## config.mk

```make
export PLATFORM = sky130hd
export DESIGN_NAME = sram_port_arbiter
export DESIGN_NICKNAME = d
export VERILOG_FILES = /design/src/rtl/sram_port_arbiter.sv
export SDC_FILE = /design/constraint.sdc
export NUM_CORES = 1
export LEC_CHECK = 0
export ABC_CLOCK_PERIOD_IN_PS = 5600
export CAP_MARGIN = 20
export CORE_AREA = 2 2 203 205
export CTS_CLUSTER_SIZE = 30
export DETAILED_ROUTE_END_ITERATION = 8
export DIE_AREA = 0 0 205 207
export PLACE_DENSITY = 0.63
export SYNTH_ARGS = -nofsm -noshare
export SYNTH_HDL_FRONTEND = slang
export SYNTH_SLANG_ARGS = --single-unit
```

## constraint.sdc

```tcl
create_clock -name clk -period 5.6 [get_ports clk]
set_input_delay 1.12 -clock clk [delete_from_list [all_inputs] [get_ports clk]]
set_output_delay 1.12 -clock clk [all_outputs]
set_load 0.02 [all_outputs]
```

## src/rtl/sram_port_arbiter.sv

```systemverilog
// ---------------------------------------------------------------------------
// sram_port_arbiter
//
// Shares the split 64-bit SRAM (lower-word bank + upper-word bank, one common
// address) between the calculator controller ("calc") and the host
// load/readback port ("host").
//
// Per cycle at most one request is accepted (req && gnt). Single requests win
// outright. When both compete, the winner is picked round-robin, unless the
// host holds a burst lock. Under lock the host keeps winning for LOCK_MAX
// accepts, then calc gets one slot, and the cycle repeats.
//
// Read data comes back RD_LAT cycles after the accept. It is registered into
// the owning requester's rdata, so rvalid is seen at t+RD_LAT+1.
//
// Ports
//   clk, rst                     clock, synchronous active-high reset
//   calc_req/we/addr/wdata       calc request side
//   calc_gnt                     calc accepted this cycle (combinational)
//   calc_rvalid/rdata            calc read return (registered)
//   host_req/we/lock/addr/wdata  host request side, lock requests a burst
//   host_gnt                     host accepted this cycle (combinational)
//   host_rvalid/rdata            host read return (registered)
//   sram_cs/we/addr              SRAM strobe, write enable and address
//   sram_wdata_lo/hi             wdata[31:0] / wdata[63:32]
//   sram_rdata_lo/hi             bank read data, valid RD_LAT after the accept
//   calc_grant_cnt               saturating count of calc accepts
//   host_grant_cnt               saturating count of host accepts
//   contention_cnt               saturating count of cycles with both req high
// ---------------------------------------------------------------------------
module sram_port_arbiter #(
    parameter int ADDR_W   = 10,
    parameter int RD_LAT   = 1,
    parameter int LOCK_MAX = 8,
    parameter int CNT_W    = 32
) (
    input  logic              clk,
    input  logic              rst,

    input  logic              calc_req,
    input  logic              calc_we,
    input  logic [ADDR_W-1:0] calc_addr,
    input  logic [63:0]       calc_wdata,
    output logic              calc_gnt,
    output logic              calc_rvalid,
    output logic [63:0]       calc_rdata,

    input  logic              host_req,
    input  logic              host_we,
    input  logic              host_lock,
    input  logic [ADDR_W-1:0] host_addr,
    input  logic [63:0]       host_wdata,
    output logic              host_gnt,
    output logic              host_rvalid,
    output logic [63:0]       host_rdata,

    output logic              sram_cs,
    output logic              sram_we,
    output logic [ADDR_W-1:0] sram_addr,
    output logic [31:0]       sram_wdata_lo,
    output logic [31:0]       sram_wdata_hi,
    input  logic [31:0]       sram_rdata_lo,
    input  logic [31:0]       sram_rdata_hi,

    output logic [CNT_W-1:0]  calc_grant_cnt,
    output logic [CNT_W-1:0]  host_grant_cnt,
    output logic [CNT_W-1:0]  contention_cnt
);

    localparam int  LC_W     = $clog2(LOCK_MAX + 1);
    localparam logic OWN_CALC = 1'b0;
    localparam logic OWN_HOST = 1'b1;

    typedef enum logic {
        LOCK_IDLE,
        LOCK_HELD
    } lock_state_t;

    lock_state_t       lock_state_reg, lock_state_next;
    logic [LC_W-1:0]   lock_cnt_reg, lock_cnt_next;
    logic              last_gnt_reg;

    logic              both_req;
    logic              lock_hold;
    logic              accept;
    logic              accept_owner;

    logic [RD_LAT-1:0] tag_valid_reg;
    logic [RD_LAT-1:0] tag_owner_reg;

    logic              calc_rvalid_reg, host_rvalid_reg;
    logic [63:0]       calc_rdata_reg, host_rdata_reg;

    // ------------------------------------------------------------------
    // Arbitration
    // ------------------------------------------------------------------
    assign both_req = calc_req && host_req;

    // The lock only counts while the host is still asking for it; dropping
    // host_lock or host_req hands control back to round-robin in that same
    // cycle, ahead of the registered state clearing.
    assign lock_hold = (lock_state_reg == LOCK_HELD) && host_lock && host_req;

    always_comb begin
        calc_gnt = 1'b0;
        host_gnt = 1'b0;
        if (!rst) begin
            if (calc_req && !host_req) begin
                calc_gnt = 1'b1;
            end else if (host_req && !calc_req) begin
                host_gnt = 1'b1;
            end else if (both_req) begin
                if (lock_hold) begin
                    // Host keeps the port until LOCK_MAX accepts, then calc
                    // is given exactly one slot.
                    if (lock_cnt_reg < LC_W'(LOCK_MAX)) begin
                        host_gnt = 1'b1;
                    end else begin
                        calc_gnt = 1'b1;
                    end
                end else if (last_gnt_reg == OWN_HOST) begin
                    calc_gnt = 1'b1;
                end else begin
                    host_gnt = 1'b1;
                end
            end
        end
    end

    assign accept       = calc_gnt || host_gnt;
    assign accept_owner = host_gnt ? OWN_HOST : OWN_CALC;

    // ------------------------------------------------------------------
    // SRAM drive: winner's fields pass through, everything zero when idle
    // ------------------------------------------------------------------
    always_comb begin
        sram_cs       = 1'b0;
        sram_we       = 1'b0;
        sram_addr     = '0;
        sram_wdata_lo = '0;
        sram_wdata_hi = '0;
        if (calc_gnt) begin
            sram_cs       = 1'b1;
            sram_we       = calc_we;
            sram_addr     = calc_addr;
            sram_wdata_lo = calc_wdata[31:0];
            sram_wdata_hi = calc_wdata[63:32];
        end else if (host_gnt) begin
            sram_cs       = 1'b1;
            sram_we       = host_we;
            sram_addr     = host_addr;
            sram_wdata_lo = host_wdata[31:0];
            sram_wdata_hi = host_wdata[63:32];
        end
    end

    // ------------------------------------------------------------------
    // Lock state machine
    // ------------------------------------------------------------------
    always_ff @(posedge clk) begin
        if (rst) begin
            lock_state_reg <= LOCK_IDLE;
            lock_cnt_reg   <= '0;
        end else begin
            lock_state_reg <= lock_state_next;
            lock_cnt_reg   <= lock_cnt_next;
        end
    end

    always_comb begin
        lock_state_next = lock_state_reg;
        lock_cnt_next   = lock_cnt_reg;
        if (!(host_lock && host_req)) begin
            lock_state_next = LOCK_IDLE;
            lock_cnt_next   = '0;
        end else begin
            if (host_gnt && (lock_state_reg == LOCK_IDLE)) begin
                lock_state_next = LOCK_HELD;
            end
            // Only accepts made while calc is actually waiting use up the
            // burst budget.
            if (lock_hold && calc_req) begin
                if (host_gnt) begin
                    lock_cnt_next = lock_cnt_reg + 1'b1;
                end else if (calc_gnt) begin
                    lock_cnt_next = '0;
                end
            end
        end
    end

    // Reset to HOST so calc wins the first contended cycle.
    always_ff @(posedge clk) begin
        if (rst) begin
            last_gnt_reg <= OWN_HOST;
        end else if (accept) begin
            last_gnt_reg <= accept_owner;
        end
    end

    // ------------------------------------------------------------------
    // Read tag pipeline: stage RD_LAT-1 lines up with the cycle in which the
    // SRAM presents the data for that access.
    // ------------------------------------------------------------------
    always_ff @(posedge clk) begin
        if (rst) begin
            tag_valid_reg <= '0;
            tag_owner_reg <= '0;
        end else begin
            tag_valid_reg[0] <= accept && !sram_we;
            tag_owner_reg[0] <= accept_owner;
            for (int i = 1; i < RD_LAT; i++) begin
                tag_valid_reg[i] <= tag_valid_reg[i-1];
                tag_owner_reg[i] <= tag_owner_reg[i-1];
            end
        end
    end

    always_ff @(posedge clk) begin
        if (rst) begin
            calc_rvalid_reg <= 1'b0;
            host_rvalid_reg <= 1'b0;
            calc_rdata_reg  <= '0;
            host_rdata_reg  <= '0;
        end else begin
            calc_rvalid_reg <= 1'b0;
            host_rvalid_reg <= 1'b0;
            if (tag_valid_reg[RD_LAT-1]) begin
                if (tag_owner_reg[RD_LAT-1] == OWN_HOST) begin
                    host_rvalid_reg <= 1'b1;
                    host_rdata_reg  <= {sram_rdata_hi, sram_rdata_lo};
                end else begin
                    calc_rvalid_reg <= 1'b1;
                    calc_rdata_reg  <= {sram_rdata_hi, sram_rdata_lo};
                end
            end
        end
    end

    assign calc_rvalid = calc_rvalid_reg;
    assign calc_rdata  = calc_rdata_reg;
    assign host_rvalid = host_rvalid_reg;
    assign host_rdata  = host_rdata_reg;

    // ------------------------------------------------------------------
    // Saturating performance counters: 0 = calc grants, 1 = host grants,
    // 2 = contention cycles.
    // ------------------------------------------------------------------
    logic [2:0] cnt_inc;
    assign cnt_inc = {both_req, host_gnt, calc_gnt};

    for (genvar gi = 0; gi < 3; gi++) begin : g_cnt
        logic [CNT_W-1:0] count_reg;
        always_ff @(posedge clk) begin
            if (rst) begin
                count_reg <= '0;
            end else if (cnt_inc[gi] && (count_reg != {CNT_W{1'b1}})) begin
                count_reg <= count_reg + 1'b1;
            end
        end
    end

    assign calc_grant_cnt = g_cnt[0].count_reg;
    assign host_grant_cnt = g_cnt[1].count_reg;
    assign contention_cnt = g_cnt[2].count_reg;

endmodule
```

======== Yosys cells after proc, flatten, opt, wreduce, memory -nomap -nowiden ========
Cells that the tools add are included.
cells by class
  reduce and logical (&&, ||, !) cells .... 22
  order comparisons ....................... 1
  muxes and demuxes ....................... 28
  add/subtract/negate cells ............... 4
  bitwise gates (word level) .............. 4
  eq/ne operators ......................... 3
operators by type and width
  operator                 count
  $mux W32                 4
  $add A32 B1 Y32 const B  3
  $ne A32 B32 Y1 const B   3
  $mux W1                  20
  $mux W10                 2
  $logic_and A1 B1 Y1      12
  $mux W4                  2
  $reduce_and A2 Y1        3
  $add A4 B1 Y4 const B    1
  $lt A4 B4 Y1 const B     1
  $not A1 Y1               4
  $reduce_or A2 Y1         2
  $logic_not A1 Y1         3
  $reduce_bool A2 Y1       1
  $logic_or A1 B1 Y1       1
storage, ports and cells
  bits in registers ....................... 234
  output and inout bits ................... 304
  input port bits ......................... 219
  word-level logic and storage cells ...... 74

======== Depth between registers and ports, before layout ========
  depth after elaboration ................. 11
  depth in mapped cells ................... 9
  depth with buffers taken out ............ 6

======== Worst setup path after synthesis ========
No wires, ideal clock.
  kind .................................... input -> output
  start ................................... input port calc_req
  end ..................................... output port sram_addr[3]
  arrival time ............................ 2719 ps
  path slack .............................. 1761 ps
  cell stages on the path ................. 7
  cell sequence ........................... clkbuf_1 > nand2_1 > o211ai_1 > inv_1 > clkbuf_1 > clkbuf_1 > a22o_1
between the ends
  cells in the longest elaborated chain, start to end .. 7
RTL lines
  item                                                            RTL line  source
  start, declared                                                 40        input logic calc_req,
  $logic_and A1 B1 Y1 / $logic_not A1 Y1 (equally long branches)  97, 110
  $mux W1 / $logic_and A1 B1 Y1 (equally long branches)           112, 110
  $mux W1                                                         110       end else if (host_req && !calc_req) begin
  $mux W1 *                                                       108       if (calc_req && !host_req) begin
  $mux W1 *                                                       107       if (!rst) begin
  net host_gnt                                                    53        output logic host_gnt,
  $mux W10 *                                                      148       end else if (host_gnt) begin
  $mux W10 *                                                      142       if (calc_gnt) begin
  end, declared                                                   59        output logic [ADDR_W-1:0] sram_addr,
The timed path passes the listed nets; every way through them passes the cells marked *.

======== Worst setup path in the final report ========
  start ................................... input port host_lock
  end ..................................... output port sram_wdata_lo[30]
between the ends
  cells in the longest elaborated chain, start to end .. 9
RTL lines
  item                                 RTL line  source
  start, declared                      50        input logic host_lock,
  $logic_and A1 B1 Y1 * (2 in series)  102       assign lock_hold = (lock_state_reg == LOCK_HELD) && host_lock && host_req;
  $mux W1                              113       if (lock_hold) begin
  $mux W1                              112       end else if (both_req) begin
  $mux W1                              110
  $mux W1                              108
  $mux W1                              107
  $mux W32                             148
  $mux W32 *                           142
  end, declared                        60        output logic [31:0] sram_wdata_lo,
Mark *: on every way between the ends. The rest lies on a longest branch, timed or not.

==> impl_results.md <==
* Status: completed
* Sequential-to-total area share from yosys stat at 45.5%
* Post-layout util at 42.0%
* Pleak at 5.61 nW
* CTS tree: built
* Max layer used: met5
* Mean Syn Cell Area at 8.07 sq um
* DRT antenna net count at 0
* Post-CTS setup buffers at 0
* Area post-placement at 0.0160 sq mm
* H-tree levels at 1
* Worst-path fanout max at 77
* Row Count at 74
* WL/cell at 22.1 microns
* IO Count at 523
* Largest cells by area after synthesis: dfxtp_1, nand2_1, a21oi_1
* Hold Crit Class: flop to flop
* Final min period at 4.79 ns
* R2r setup slk at 2.81 ns
* Synth Flop Type: dfxtp_1
* Most used cell, CP: clkdlybuf4s50_1
* Syn nets at 1497
* Pin count of the biggest net entering global routing at 86
* Grt total ovfl at 0
* Synth Cell Area at 0.0103 sq mm
* Synth area leader: dfxtp_1
* Max Fclk at 0.209 GHz
* Clock share of power at 45.5%
* Antenna violations before repair at 25
* Crit path max-delay cell type: o311a_4
* Max-cap viol count at 0
* Clk buf depth at 3
* Internal Power at 3.21 mW
* P&R area growth vs syn at 65.0%
* DRT met1 WL at 18400 microns
* Post-DP HPWL at 40200 microns
* Die area at 0.0424 sq mm
* Avg Vias per Cell at 5.04
* DR DRC count at 0
* Crit end category: primary output
* Die height at 207 microns
* Post-CTS Hold Buffers at 0
* Critical path class: input pin to primary output
* Vias in the first global route at 11.0k
* Met2 WL post-DR at 24800 microns
* Critical R2R Launch: last_gnt_reg
* Gate power share at 14.3%
* Post-synth cell types at 60
* Worst-Skew Late Latency at 0.56 ns
* Gate Count Post-Synth at 1274
* Setup TNS at 0 ns
* Sink Count at 234
* Final hold viol count at 0
* Pins Over Slew Limit at 0
* Initial cell density of the core at 25.5%
* I/O Buffers at 522
* WHS Endpoint: calc_rdata[63]
* CP Cell Sequence: clkdlybuf4s50_1, a21boi_0, o311a_4, a22o_1, clkdlybuf4s50_1
* Net Sw Frac at 25.0%
* Worst Path Required at 4.48 ns
* Min-delay src: calc_rdata[63]
* Worst-path clk slew at 0.06 ns
* GPL Wtd Cong at 0.972
* Crit-path max cell delay at 0.76 ns
* P_sw at 1.07 mW
* Root Driver: clkbuf_16
* Final setup vio count at 0
* Worst-Margin Slew at 0.998 ns
* Total core area at 0.0404 sq mm
* WL met3 at 6400 microns
* Worst Reg-to-Reg Cells at 6
* Commonest cells in the netlist: nand2_1, dfxtp_1, a21oi_1
* Cts repair resizes at 0
* Post-synth EDFFs at 0
* Worst R2R End: calc_grant_cnt[27]
* Worst vdd ir at 0.000193 V
* Slew Limit Headroom at 32.4%
* PwrDens at 252 mW/mm^2
* Layout cells sized above 1 at 4.68%
* Chip Width at 205 microns
* DR pass1 iterations at 5
* Most common cell in the netlist: nand2_1
* RSZ-0062 raised after global routing: false
* Vias at 11.7k
* Min-Delay Path Depth at 2
* First-pass GRT wire length at 73100 microns
* Top cell type's share of synthesized area at 45.5%
* Sequential power share at 40.1%
* Worst Path Arrival at 3.67 ns
* Starting DRT DRC Count at 606
* Register bit total from synthesis at 234
* Yosys warns at 0
* CTS buffer count at 28
* Post-route cell area at 0.0170 sq mm
* Layout Nets at 1974
* GR Util All Layers at 22.9%
* Final wirelength at 51200 microns
* Async S/R FF share, synth at 0%
* Startpoint types: input pin
* Worst Skew at 0.0149 ns
* Final period utilization at 85.6%
==> through the flow <==
stage          power, mW  worst slack, ns  hold WS [ns]  cells
2_1_floorplan       1.99             1.76         0.453   1274
3_3_place_gp        2.37            0.898         0.441   2253
3_5_place_dp        2.37            0.832         0.445   2253
4_1_cts             4.34            0.831         0.454   2305
5_1_grt             4.43            0.683         0.468   2306
6_report            4.28            0.807         0.452   2312
==> placed cells by master (no fill, tap or decap), types with 11 or more instances in the layout <==
cell and n:
and4_1 17, nand2_1 298, nand3_1 39, clkbuf_16 29, xnor2_1 14, clkdlybuf4s50_1 521
a21oi_1 186, inv_1 16, or3_1 41, or4_1 17, nor2_1 45, and3_1 11
a22o_1 75, o21ai_0 36, dfxtp_1 234, buf_4 11, nand4_1 29, o31ai_1 18
==> layout make-up <==
class,instances,area (sq um)
sequential,234,4680
timing repair buffer,534,5330
inverter,17,63.8
clock inverter,12,169
tap,532,666
fill,4041,23400
antenna,7,17.5
clock buffer,40,827
multi-input combinational,936,5210
==> cells by family (layout without fill, tap and decap cells) <==
| group | after synthesis | count (layout) | share of synthesized area [%] |
|---|---|---|---|
| AO/OA/AOI/OAI | 366 | 366 | 22.5 |
| XOR/XNOR | 22 | 22 | 1.87 |
| adder cells (fa/ha/maj) | 4 | 4 | 0.487 |
| buffers and inverters | 104 | 603 | 4.01 |
| flip-flops | 234 | 234 | 45.5 |
| multiplexers | 8 | 8 | 0.827 |
| other | 0 | 7 | 0 |
| AND/OR/NAND/NOR | 536 | 536 | 24.8 |
==> routing by layer <==
layer / global-route usage, % / vias up
met5: 0 / -
met4: 6.33 / 28
met3: 10.8 / 89
met2: 40.2 / 523
met1: 24.5 / 5490
li1: - / 5530
==> worst max-delay path by stage <==
stage / start / endpoint / cells past startpoint
after floorplan: calc_req / sram_addr[3] / 7
after global placement: host_req / sram_wdata_hi[3] / 8
after detailed placement: host_lock / sram_wdata_hi[3] / 5
after CTS: host_lock / sram_wdata_hi[3] / 5
after global routing: host_lock / sram_wdata_lo[25] / 5
final: host_lock / sram_wdata_lo[30] / 5
==> power groups by stage <==
stage | Sequential (mW) | Clock, mW | Combinational, mW
floorplan | 1.79 | 0 | 0.197
global placement | 1.75 | 0 | 0.616
detailed placement | 1.76 | 0 | 0.618
CTS | 1.72 | 2.00 | 0.620
global route | 1.72 | 2.07 | 0.646
finish | 1.72 | 1.95 | 0.614
==> critical path: cells and delay by family <==
family / cells / cell delay [ns]
AO/OA/AOI/OAI: 3 / 1.37
buffers and inverters: 2 / 1.14
Power figures use the tool's default switching activity.
